### src/rtl/enc_stream_sequencer_pkg.sv
// Shared types and defaults for the encryption stream sequencer, its core and its bench.
package enc_pkg;

  localparam int N_DEFAULT          = 8;
  localparam int MAX_BLOCKS_DEFAULT = 16;

  typedef enum logic [1:0] {
    NO_KEY  = 2'd0,
    RUN     = 2'd1,
    EXPIRED = 2'd2
  } state_e;

endpackage

### src/rtl/enc_stream_sequencer_if.sv
// Bus bundle between the sequencer and its environment: key port, input stream,
// core connection, output stream and status.
interface enc_stream_sequencer_if
  import enc_pkg::*;
#(
  parameter int N          = N_DEFAULT,
  parameter int MAX_BLOCKS = MAX_BLOCKS_DEFAULT
);
  localparam int CW = $clog2(MAX_BLOCKS + 1);

  logic [N-1:0]  key_in;
  logic          key_load;
  logic [N-1:0]  s_data;
  logic          s_valid;
  logic          s_ready;
  logic [N-1:0]  enc_data_in;
  logic [N-1:0]  enc_key;
  logic [N-1:0]  enc_data_out;
  logic [N-1:0]  m_data;
  logic          m_valid;
  logic          m_ready;
  logic          key_loaded;
  logic          rekey_req;
  logic [CW-1:0] blk_count;

  // Sequencer side.
  modport slave (
    input  key_in, key_load, s_data, s_valid, enc_data_out, m_ready,
    output s_ready, enc_data_in, enc_key, m_data, m_valid,
           key_loaded, rekey_req, blk_count
  );

  // Environment side (upstream source, core, downstream sink).
  modport master (
    output key_in, key_load, s_data, s_valid, enc_data_out, m_ready,
    input  s_ready, enc_data_in, enc_key, m_data, m_valid,
           key_loaded, rekey_req, blk_count
  );

endinterface

### src/rtl/enc_stream_sequencer.sv
// Key holder, input/output handshake and key-expiry control wrapped around an
// external combinational encryption core.
module enc_stream_sequencer
  import enc_pkg::*;
#(
  parameter int N          = N_DEFAULT,
  parameter int MAX_BLOCKS = MAX_BLOCKS_DEFAULT
) (
  input  logic                   clk,
  input  logic                   rst,
  enc_stream_sequencer_if.slave  bus
);
  localparam int CW = $clog2(MAX_BLOCKS + 1);

  state_e        state_q, state_d;
  logic [N-1:0]  key_q, key_d;
  logic [N-1:0]  m_data_q, m_data_d;
  logic          m_valid_q, m_valid_d;
  logic [CW-1:0] blk_count_q, blk_count_d;

  logic          s_ready;
  logic          accept;
  logic          last_block;
  logic          key_loaded;
  logic          rekey_req;

  // Handshake qualifiers: a key_load cycle never accepts, so a word is never
  // encrypted with a key that changes underneath it.
  always_comb begin
    s_ready    = (state_q == RUN) && !bus.key_load && (!m_valid_q || bus.m_ready);
    accept     = bus.s_valid && s_ready;
    last_block = (blk_count_q == CW'(MAX_BLOCKS - 1));
  end

  // State register.
  always_ff @(posedge clk) begin
    if (rst) state_q <= NO_KEY;
    else     state_q <= state_d;
  end

  // Next-state logic: key_load always lands in RUN; the final permitted accept expires the key.
  always_comb begin
    state_d = state_q;
    if (bus.key_load)              state_d = RUN;
    else if (accept && last_block) state_d = EXPIRED;
  end

  // Status outputs decoded from the state alone.
  always_comb begin
    key_loaded = (state_q == RUN);
    rekey_req  = (state_q == EXPIRED);
  end

  // Datapath next values: key capture, block counting and the 1-entry output stage.
  always_comb begin
    key_d       = key_q;
    blk_count_d = blk_count_q;
    m_data_d    = m_data_q;
    m_valid_d   = m_valid_q;
    if (bus.key_load) begin
      key_d       = bus.key_in;
      blk_count_d = '0;
    end else if (accept) begin
      blk_count_d = blk_count_q + CW'(1);
    end
    if (accept) begin
      m_data_d  = bus.enc_data_out;
      m_valid_d = 1'b1;
    end else if (bus.m_ready) begin
      m_valid_d = 1'b0;
    end
  end

  // Datapath registers; reset drops any pending output word.
  always_ff @(posedge clk) begin
    if (rst) begin
      key_q       <= '0;
      blk_count_q <= '0;
      m_data_q    <= '0;
      m_valid_q   <= 1'b0;
    end else begin
      key_q       <= key_d;
      blk_count_q <= blk_count_d;
      m_data_q    <= m_data_d;
      m_valid_q   <= m_valid_d;
    end
  end

  assign bus.s_ready     = s_ready;
  assign bus.enc_data_in = bus.s_data;
  assign bus.enc_key     = key_q;
  assign bus.m_data      = m_data_q;
  assign bus.m_valid     = m_valid_q;
  assign bus.key_loaded  = key_loaded;
  assign bus.rekey_req   = rekey_req;
  assign bus.blk_count   = blk_count_q;

endmodule
### src/flat_wrapper.sv
// flat-port wrapper written by rule: the top's interface ports become plain ports
module enc_stream_sequencer_flat import enc_pkg::*;
#(
  parameter int N          = N_DEFAULT,
  parameter int MAX_BLOCKS = MAX_BLOCKS_DEFAULT
)
  (clk, rst, bus_key_in, bus_key_load, bus_s_data, bus_s_valid, bus_enc_data_out, bus_m_ready, bus_s_ready, bus_enc_data_in, bus_enc_key, bus_m_data, bus_m_valid, bus_key_loaded, bus_rekey_req, bus_blk_count);
  enc_stream_sequencer_if #(.N(N), .MAX_BLOCKS(MAX_BLOCKS)) bus_i ();
  input  logic clk;
  input  logic rst;
  input wire logic [$bits(bus_i.key_in)-1:0] bus_key_in;
  input wire logic [$bits(bus_i.key_load)-1:0] bus_key_load;
  input wire logic [$bits(bus_i.s_data)-1:0] bus_s_data;
  input wire logic [$bits(bus_i.s_valid)-1:0] bus_s_valid;
  input wire logic [$bits(bus_i.enc_data_out)-1:0] bus_enc_data_out;
  input wire logic [$bits(bus_i.m_ready)-1:0] bus_m_ready;
  output wire logic [$bits(bus_i.s_ready)-1:0] bus_s_ready;
  output wire logic [$bits(bus_i.enc_data_in)-1:0] bus_enc_data_in;
  output wire logic [$bits(bus_i.enc_key)-1:0] bus_enc_key;
  output wire logic [$bits(bus_i.m_data)-1:0] bus_m_data;
  output wire logic [$bits(bus_i.m_valid)-1:0] bus_m_valid;
  output wire logic [$bits(bus_i.key_loaded)-1:0] bus_key_loaded;
  output wire logic [$bits(bus_i.rekey_req)-1:0] bus_rekey_req;
  output wire logic [$bits(bus_i.blk_count)-1:0] bus_blk_count;
  assign bus_i.key_in = bus_key_in;
  assign bus_i.key_load = bus_key_load;
  assign bus_i.s_data = bus_s_data;
  assign bus_i.s_valid = bus_s_valid;
  assign bus_i.enc_data_out = bus_enc_data_out;
  assign bus_i.m_ready = bus_m_ready;
  assign bus_s_ready = bus_i.s_ready;
  assign bus_enc_data_in = bus_i.enc_data_in;
  assign bus_enc_key = bus_i.enc_key;
  assign bus_m_data = bus_i.m_data;
  assign bus_m_valid = bus_i.m_valid;
  assign bus_key_loaded = bus_i.key_loaded;
  assign bus_rekey_req = bus_i.rekey_req;
  assign bus_blk_count = bus_i.blk_count;
  enc_stream_sequencer #(.N(N), .MAX_BLOCKS(MAX_BLOCKS)) u_core (.clk(clk), .rst(rst), .bus(bus_i));
endmodule
### config.mk
export PLATFORM = sky130hd
export DESIGN_NAME = enc_stream_sequencer_flat
export DESIGN_NICKNAME = d
export VERILOG_FILES = /design/src/rtl/enc_stream_sequencer_pkg.sv /design/src/rtl/enc_stream_sequencer_if.sv /design/src/rtl/enc_stream_sequencer.sv /design/src/flat_wrapper.sv
export SDC_FILE = /design/constraint.sdc
export NUM_CORES = 1
export LEC_CHECK = 0
export ABC_AREA = 1
export CORE_MARGIN = 8
export CORE_UTILIZATION = 36
export DETAILED_ROUTE_END_ITERATION = 7
export GPL_TIMING_DRIVEN = 0
export PLACE_DENSITY_LB_ADDON = 0.08
export REMOVE_ABC_BUFFERS = 1
export SYNTH_ARGS = -nofsm -noshare
export SYNTH_HDL_FRONTEND = slang
export SYNTH_SLANG_ARGS = --single-unit
### constraint.sdc
create_clock -name clk -period 1.39 [get_ports clk]
set_input_delay 0.2085 -clock clk [delete_from_list [all_inputs] [get_ports clk]]
set_output_delay 0.2085 -clock clk [all_outputs]
set_load 0.03 [all_outputs]
==> results.py <==
metrics = {
    "outcome": {
        "status": "finished clean",
    },
    "grt": {
        "grt_pass1_vias": 951,
        "grt_first_pass_wirelength_um": 4040,
        "grtUsageTotal_pct": 10.9,
        "grt-ovfl-total": 0,
        "antenna_found_initial": 0,
        "grt_max_degree": 18,
    },
    "yosys": {
        "yosysWarningCount": 0,
        "ys_seq_elements": 24,
        "synthesis.area_um2": 1000,
        "syn_area_per_cell_um2": 7.58,
        "yosysUniqueCellTypes": 20,
        "syn_inst": 132,
        "ys_seq_area_share_pct": 48.0,
    },
    "sta": {
        "max_slew.worst_pin.slew_ns": 0.428,
        "rsz0062_at_grt": "true",
        "finalClockSkew_ns": 0.0140,
        "max_freq_mhz": 751,
        "fin_setup_tns_ns": 0,
        "finalCritPeriodShare_pct": 95.7,
        "finalMaxSlewViolations": 0,
        "slew_headroom_pct": 71.4,
        "period_minus_slack_ns": 1.33,
        "setup_violations": 0,
        "final-hold-violation-count": 0,
    },
    "floorplanning": {
        "dieArea_um2": 4720,
        "initial_core_util_pct": 36.9,
        "dieHeight_um": 68.7,
        "fp.coreArea_um2": 2710,
        "placementRows": 19,
        "pin_count": 62,
        "dieWidth_um": 68.7,
    },
    "layout": {
        "final_util_pct": 53.4,
        "antenna-diode-count": 0,
        "final_cell_mix": "nor2_1, dfxtp_1, clkdlybuf4s50_1, dlygate4sd2_1, nand2_1",
        "drive_above_1_share_pct": 12.3,
        "layout.nets": 203,
        "final_common_cell": "nor2_1",
        "syn_to_final_growth_pct": 44.6,
    },
    "setup_path": {
        "worstPathMaxFanout": 3,
        "start_kind": "register",
        "end_kind": "output pin",
        "crit_arrival_ns": 1.12,
        "ff2ff_path_depth": 7,
        "worstSetupPathType": "register to output pin",
        "cp.required_ns": 1.18,
    },
    "place": {
        "hpwl_um": 1950,
        "io_buffer_count": 45,
        "place.gp.congestion": 0.733,
    },
    "cts": {
        "clock_latency_ns": 0.31,
        "cts_buffers": 3,
        "cts_tree": "done",
        "root_buffer": "clkbuf_4",
        "clk_pin_slew_ns": 0.14,
        "clock_sinks": 24,
        "clockBufferDepth": 2,
        "htree_levels": 1,
    },
    "drt": {
        "drt_iter0_markers": 39,
        "wl_um": 2490,
        "vias_per_cell": 4.64,
        "post_drt_wl_per_cell_um": 12.3,
        "final_antenna_net_count": 0,
        "num_vias": 938,
        "first_pass_iters": 4,
        "route.detailed.drc": 0,
    },
    "power_and_ir_drop": {
        "p_leak_nw": 0.680,
        "power_density_nw_per_um2": 1030,
        "peakVddDrop_v": 0.000677,
    },
    "run": {
        "drv_cap": 0,
    },
    "worst_hold_path": {
        "holdPathStages": 0,
        "hold_class": "input port to output pin",
    },
}
[logic make-up after synthesis]
logic type                 synth area share, %
adders and majority gates                 2.50
AOI/OAI and AO/OA                         10.5
and+or+nand+nor                           24.5
xor gates and xnor gates                  1.75
buffers and inverters                     12.7
DFF                                       48.0
[path summary, 6_finish.rpt]
check,from,to,slack [ns]
setup / recovery,u_core.state_q[1],bus_s_ready,0.06
hold / removal,bus_s_data[0],bus_enc_data_in[0],0.42
setup reg to reg,u_core.bus.blk_count[1],u_core.state_q[0],0.13
hold reg to reg,u_core.state_q[1],u_core.state_q[1],0.48
[synth_stat cells (all sizes together)]
master	instances	area share [%]
nand2	15	5.9
inv	10	3.8
buf	11	8.1
nor2	42	17
clkbuf	1	0.37
a21oi	4	2.0
o21ai	17	8.5
xor2	2	1.8
nand4	1	0.63
clkinv	1	0.50
nand3	2	1.5
dfxtp	24	48
ha	2	2.5
[state kept, by name, indices dropped and copies added, names as in the netlist]
signal / flops
u_core.bus.enc_key: 8
u_core.bus.m_data: 8
u_core.bus.blk_count: 5
u_core.state_q: 2
u_core.bus.m_valid: 1
[stage by stage]
step                power, mW  std cells  hold WS [ns]  instance area [um^2]  setup WS (ns)
floorplan               0.880        120         0.278                   916       -0.00159
detailed placement       1.02        196         0.417                  1410         -0.654
finish                   1.48        202         0.417                  1450         0.0592
global placement         1.02        196         0.417                  1410         -0.670
CTS                      1.50        200         0.417                  1430         0.0151
global route             1.57        202         0.417                  1450        -0.0361
[worst max-delay path, cell delays in order, from the launching register on]
cell	delay (ns)
dfxtp_1	0.33
inv_2	0.06
nand2_2	0.07
nor2_4	0.10
nand2_1	0.05
inv_1	0.07
buf_6	0.12
[timing repair]
action,CTS,global route
buffers inserted,0,2
endpoints found under the setup margin,38,20
hold buffers,0,0
pin swaps,0,1
resized for setup,38,13
[layer usage]
layer | up-vias | global-route usage, % | wire [um]
met5 | - | 0 | 0
met4 | 0 | 3.76 | 13
met3 | 2 | 5.33 | 308
met2 | 43 | 18.0 | 1190
met1 | 406 | 11.9 | 981
li1 | 487 | - | -
[layout make-up]
class	count	area (um^2)
Tap cell	31	38.8
Clock buffer	3	22.5
Inverter	11	48.8
Multi-Input combinational cell	85	400
Timing Repair Buffer	47	424
Fill cell	289	1260
Sequential cell	24	483
Clock inverter	1	30.0
[report_power, final]
part	internal, mW	total [mW]	switching, mW
Combinational	0.110	0.255	0.145
Clock	0.291	0.495	0.204
Sequential	0.719	0.734	0.0150
(Power assumes the default switching activity.)
